--- src/rtl/flip_bundle_driver.sv ---
// flip_bundle_driver
//   Stimulus/check end of the nested flipped-bundle pass-through interface.
//   Issues io_count beats (x=k, y=~k, z=3k), then checks each response beat
//   LATENCY cycles later against the pass-through mapping a=b=x, c=y, d=z.
//
// Ports
//   clock, reset        : rising-edge clock, asynchronous active-low reset
//   io_start, io_count  : run request and beat count (accepted in IDLE/DONE)
//   io_bio_aio_x, io_bio_y, io_z          : stimulus fields
//   io_bio_aio_a, io_bio_aio_b, io_bio_c, io_d : response fields
//   io_busy, io_done    : status (RUN/DRAIN, DONE)
//   io_errors           : saturating count of mismatching beats
//   io_err_mask         : sticky per-field mismatch {a,b,c,d}
//   io_first_err        : beat index of the first mismatch in the run
module flip_bundle_driver #(
   parameter int WIDTH   = 32,
   parameter int LATENCY = 0,
   parameter int CNT_W   = 16
) (
   input  logic             clock,
   input  logic             reset,
   input  logic             io_start,
   input  logic [CNT_W-1:0] io_count,
   output logic [WIDTH-1:0] io_bio_aio_x,
   output logic [WIDTH-1:0] io_bio_y,
   output logic [WIDTH-1:0] io_z,
   input  logic [WIDTH-1:0] io_bio_aio_a,
   input  logic [WIDTH-1:0] io_bio_aio_b,
   input  logic [WIDTH-1:0] io_bio_c,
   input  logic [WIDTH-1:0] io_d,
   output logic             io_busy,
   output logic             io_done,
   output logic [CNT_W-1:0] io_errors,
   output logic [3:0]       io_err_mask,
   output logic [CNT_W-1:0] io_first_err
);

   typedef enum logic [1:0] {IDLE, RUN, DRAIN, DONE} state_t;

   localparam int PD = (LATENCY > 0) ? LATENCY : 1;
   localparam logic [2:0] DRAIN_LAST = (LATENCY > 0) ? 3'(LATENCY - 1) : 3'd0;
   localparam logic [CNT_W-1:0] ERR_MAX = '1;

   state_t           state;
   logic [CNT_W-1:0] k;
   logic [CNT_W-1:0] cnt;
   logic [2:0]       drain_cnt;
   logic [CNT_W-1:0] errors;
   logic [CNT_W-1:0] first_err;
   logic [3:0]       err_mask;

   logic             start_acc;
   logic             ck_vld;
   logic [CNT_W-1:0] ck_k;
   logic [WIDTH-1:0] ex_x, ex_y, ex_z;
   logic [3:0]       mm;

   function automatic logic [WIDTH-1:0] stim_x(input logic [CNT_W-1:0] kk);
      return WIDTH'(kk);
   endfunction

   function automatic logic [WIDTH-1:0] stim_y(input logic [CNT_W-1:0] kk);
      return ~stim_x(kk);
   endfunction

   function automatic logic [WIDTH-1:0] stim_z(input logic [CNT_W-1:0] kk);
      logic [WIDTH-1:0] v;
      v = stim_x(kk);
      return v + (v << 1);
   endfunction

   function automatic logic [CNT_W-1:0] sat_inc(input logic [CNT_W-1:0] v);
      return (v == ERR_MAX) ? v : v + CNT_W'(1);
   endfunction

   assign start_acc = io_start && ((state == IDLE) || (state == DONE));

   // Stimulus: combinational decode of registered state/k, zero outside RUN
   assign io_bio_aio_x = (state == RUN) ? stim_x(k) : '0;
   assign io_bio_y     = (state == RUN) ? stim_y(k) : '0;
   assign io_z         = (state == RUN) ? stim_z(k) : '0;
   assign io_busy      = (state == RUN) || (state == DRAIN);
   assign io_done      = (state == DONE);
   assign io_errors    = errors;
   assign io_err_mask  = err_mask;
   assign io_first_err = first_err;

   // Check pipeline: {valid, k} delayed by LATENCY cycles
   generate
      if (LATENCY == 0) begin : g_comb
         assign ck_vld = (state == RUN);
         assign ck_k   = k;
      end else begin : g_pipe
         logic [PD-1:0]            vld_p;
         logic [PD-1:0][CNT_W-1:0] k_p;

         always_ff @(posedge clock or negedge reset) begin
            if (!reset) begin
               vld_p <= '0;
               k_p   <= '0;
            end else begin
               vld_p[0] <= (state == RUN);
               k_p[0]   <= k;
               for (int i = 1; i < PD; i++) begin
                  vld_p[i] <= vld_p[i-1];
                  k_p[i]   <= k_p[i-1];
               end
            end
         end

         assign ck_vld = vld_p[PD-1];
         assign ck_k   = k_p[PD-1];
      end
   endgenerate

   // Check stage: expected values recomputed from the delayed beat index
   assign ex_x = stim_x(ck_k);
   assign ex_y = stim_y(ck_k);
   assign ex_z = stim_z(ck_k);
   assign mm   = {io_bio_aio_a != ex_x, io_bio_aio_b != ex_x,
                  io_bio_c != ex_y, io_d != ex_z};

   always_ff @(posedge clock or negedge reset) begin
      if (!reset) begin
         state     <= IDLE;
         k         <= '0;
         cnt       <= '0;
         drain_cnt <= '0;
      end else begin
         case (state)
            IDLE, DONE: begin
               if (io_start) begin
                  k         <= '0;
                  drain_cnt <= '0;
                  if (io_count != '0) begin
                     cnt   <= io_count;
                     state <= RUN;
                  end else begin
                     state <= DONE;
                  end
               end
            end
            RUN: begin
               // Last beat leaves k at 0 so a full-range count never wraps early
               if (k == cnt - CNT_W'(1)) begin
                  k         <= '0;
                  drain_cnt <= '0;
                  state     <= (LATENCY > 0) ? DRAIN : DONE;
               end else begin
                  k <= k + CNT_W'(1);
               end
            end
            DRAIN: begin
               if (drain_cnt == DRAIN_LAST) state <= DONE;
               else drain_cnt <= drain_cnt + 3'd1;
            end
            default: state <= IDLE;
         endcase
      end
   end

   // Results: cleared on accepted start, updated at the end of each check cycle
   always_ff @(posedge clock or negedge reset) begin
      if (!reset) begin
         errors    <= '0;
         first_err <= '0;
         err_mask  <= '0;
      end else if (start_acc) begin
         errors    <= '0;
         first_err <= '0;
         err_mask  <= '0;
      end else if (ck_vld && (mm != 4'b0000)) begin
         err_mask <= err_mask | mm;
         errors   <= sat_inc(errors);
         if (errors == '0) first_err <= ck_k;
      end
   end

endmodule

--- config.mk ---
export PLATFORM = sky130hd
export DESIGN_NAME = flip_bundle_driver
export DESIGN_NICKNAME = d
export VERILOG_FILES = /design/src/rtl/flip_bundle_driver.sv
export SDC_FILE = /design/constraint.sdc
export NUM_CORES = 1
export LEC_CHECK = 0
export BUFFER_PORTS_ARGS = -buffer_cell sky130_fd_sc_hd__buf_2
export CAP_MARGIN = 20
export CORE_MARGIN = 4
export CORE_UTILIZATION = 53
export DETAILED_ROUTE_END_ITERATION = 10
export PLACE_DENSITY = 0.86
export SLEW_MARGIN = 5
export SYNTH_ARGS = -nofsm -noshare
export SYNTH_HDL_FRONTEND = slang
export SYNTH_SLANG_ARGS = --single-unit
export TNS_END_PERCENT = 50
--- constraint.sdc ---
create_clock -name clock -period 7.17 [get_ports clock]
set_input_delay 1.7925 -clock clock [delete_from_list [all_inputs] [get_ports clock]]
set_output_delay 1.7925 -clock clock [all_outputs]
set_load 0.03 [all_outputs]
==> impl_metrics.ini <==
[run_status]
status = completed

[power]
vdd_drop_max_v = 0.000291
power.leakage_uw = 0.00398
power_density_nw_per_um2 = 293
power.total_uw = 2370

[final_layout]
antennaDiodeCount = 0
fin_cells = 1192
area_growth_pct = 20.6
fin_nets = 1192
drive_gt1_share_pct = 28.9

[timing]
rsz0062_at_grt = false
final.period_utilization_pct = 73.2
slew_viol_final = 0
worst_pin_slew_ns = 0.947
fmax_mhz = 190
period_needed_ns = 5.25
relSlewSlack_pct = 36.9
clock_skew_ns = 0.00970
hold_viol = 0
hold_ws_ns = 0.493
fin_tns_setup_ns = 0
finalSetupViolCount = 0

[clock_tree]
clock_latency_ns = 0.34
cts_num_sinks = 73
cts_tree = done
cts_buffer_depth = 2
clk_pin_slew_ns = 0.05
cts_hold_buf = 0
htree_levels = 3
cts_setup_buffers = 0
ctsResizeCount = 0
cts_buffers = 9
cts-root-buf = clkbuf_16

[critical_path]
reg2reg_to = io_first_err[10]
path_class = reg2out
r2r_start = ck_k[0]
end_kind = output pin
cp.required_ns = 5.38
reg2regPathDepth = 14
startpoint_type = flop
slowest_stage = dfrtp_1
worstPathMaxFanout = 15
cp_cell_sequence = ha_1, inv_1, fa_1, nor2b_1, o21ai_0, a211o_1, and3_1, xor2_1, nor2_1, buf_2
cp.arrival_ns = 3.46
rrSetupSlack_ns = 2.59
cpPeakStageDelay_ns = 0.76
critPathLaunch = ck_k[0]

[die]
row_count = 40
io-pin-count = 281
core_area_sq_um = 12200
die_y_um = 120
die_x_um = 120
initial_core_util_pct = 54.9
die-area_sq_um = 14500

[worst_hold_path]
hold_depth = 2
hp-class = reg2reg
hold_start = io_err_mask[1]
min_to = io_err_mask[1]

[placement]
hpwl_um = 16900
placedCellCount = 1176
io_buffers = 250
gp_congestion = 1.01

[global_route]
grt-ovfl-total = 0
use_met2_pct = 52.3
track_usage_pct = 29.4
grt_pass1_vias = 6666
antenna_found_initial = 1
use_met3_pct = 6.97
grt_first_pass_wirelength_um = 34200
grt_busiest_layer = met2
gr-usage-met1_pct = 35.9
grt_start_max_net_pins = 74

[synth]
synth_most_common_cell = dfrtp_1
synth_edf_count = 0
synth_top_area_share_pct = 27.2
synth_warnings = 0
synth.distinct_cells = 65
syn_area_sq_um = 6710
avgSynthCellArea_sq_um = 8.20
yosys_register_bits = 73
synth-seq-area-share_pct = 27.2
synth_common_cells = 73 x dfrtp_1, 72 x nand2_1, 60 x nor2_1
synth_area_leaders = dfrtp_1 27%, xor2_1 7.1%, buf_4 5.4%, xnor2_1 5.4%, ha_1 4.7%
yosys_most_used_dff = dfrtp_1
synth_cells = 818
async_flop_share_pct = 100
yosysTopAreaCell = dfrtp_1

[job]
cap_violations = 0

[route]
drt_wl_total_um = 22400
first_iter_violations = 625
dr.pass1.iters = 5
vias_per_cell = 5.80
routedWlPerCell_um = 18.8
drcViolationCount = 0
ant_nets = 0
num_vias = 6910
-- worst max-delay path: cells and delay by family, from the launching register on --
kind	cells	cell delay (ns)
compound gates	2	0.57
buf+inv	2	0.30
fa+ha+maj	2	0.76
flops	1	0.76
simple gates	3	0.54
xor+xnor	1	0.17
-- per-layer routing --
layer / share of wire [%] / vias up
met1: 39 / 3293
met4: 1.8 / 2
met3: 9.5 / 43
li1: - / 3220
met2: 50 / 352
met5: 0.058 / -
-- area by class of cell --
| class | instances | area (sq um) |
|---|---|---|
| clock buffer | 12 | 256 |
| clock inverter | 4 | 51.3 |
| fill | 1088 | 4130 |
| inverter | 28 | 105 |
| multi-input combinational | 650 | 4330 |
| sequential | 73 | 1830 |
| tap | 168 | 210 |
| timing repair buffer | 257 | 1300 |
-- logic make-up after synthesis --
group / after synthesis / share of synthesized area (%)
AND/OR/NAND/NOR: 316 / 24.6
buffers and inverters: 124 / 9.78
AO/OA/AOI/OAI: 144 / 13.8
other: 1 / 0.0559
multiplexers: 34 / 5.39
XOR/XNOR: 100 / 14.1
flip-flops: 73 / 27.2
adder cells (fa/ha/maj): 26 / 4.96
-- sequential cells by signal, indices dropped and copies added, names as in the netlist --
register      flops
ck_k             16
cnt              16
io_errors        16
io_first_err     16
io_err_mask       4
drain_cnt         3
state             2
-- through the flow --
stage	area (sq um)	setup slack (ns)	utilization, %
after global placement	7780	2.42	63.7
final	8090	1.92	66.2
after floorplan	6810	2.63	-
after global routing	8090	1.76	66.2
after CTS	8090	1.98	66.2
after detailed placement	7780	2.35	63.7
-- how the worst max path moves through the flow --
stage                           to  cells after the start
final                     io_z[13]                     10
after global routing      io_z[13]                     10
after CTS                 io_z[17]                     10
after detailed placement  io_z[17]                     10
after global placement    io_z[17]                     10
after floorplan           io_z[17]                     10
-- placed cells by master (no fill, tap or decap), drive strengths merged, types with 11 or more instances in the layout --
| cell type | count |
|---|---|
| ha | 25 |
| nand2 | 72 |
| nor3 | 20 |
| and3 | 12 |
| mux2i | 17 |
| or3 | 14 |
| conb | 30 |
| o31ai | 11 |
| xor2 | 54 |
| and2 | 20 |
| inv | 27 |
| dfrtp | 73 |
| or4 | 12 |
| o21ai | 38 |
| nor4 | 31 |
| a21oi | 42 |
| xnor2 | 41 |
| mux2 | 17 |
| nor2 | 60 |
| buf | 257 |
| nand4 | 21 |
| nand3 | 28 |
| clkbuf | 12 |
-- report_power, final --
| group | internal [uW] | switching (uW) |
|---|---|---|
| Combinational | 426 | 857 |
| Clock | 289 | 177 |
| Sequential | 495 | 130 |
Power figures use the tool's default switching activity.
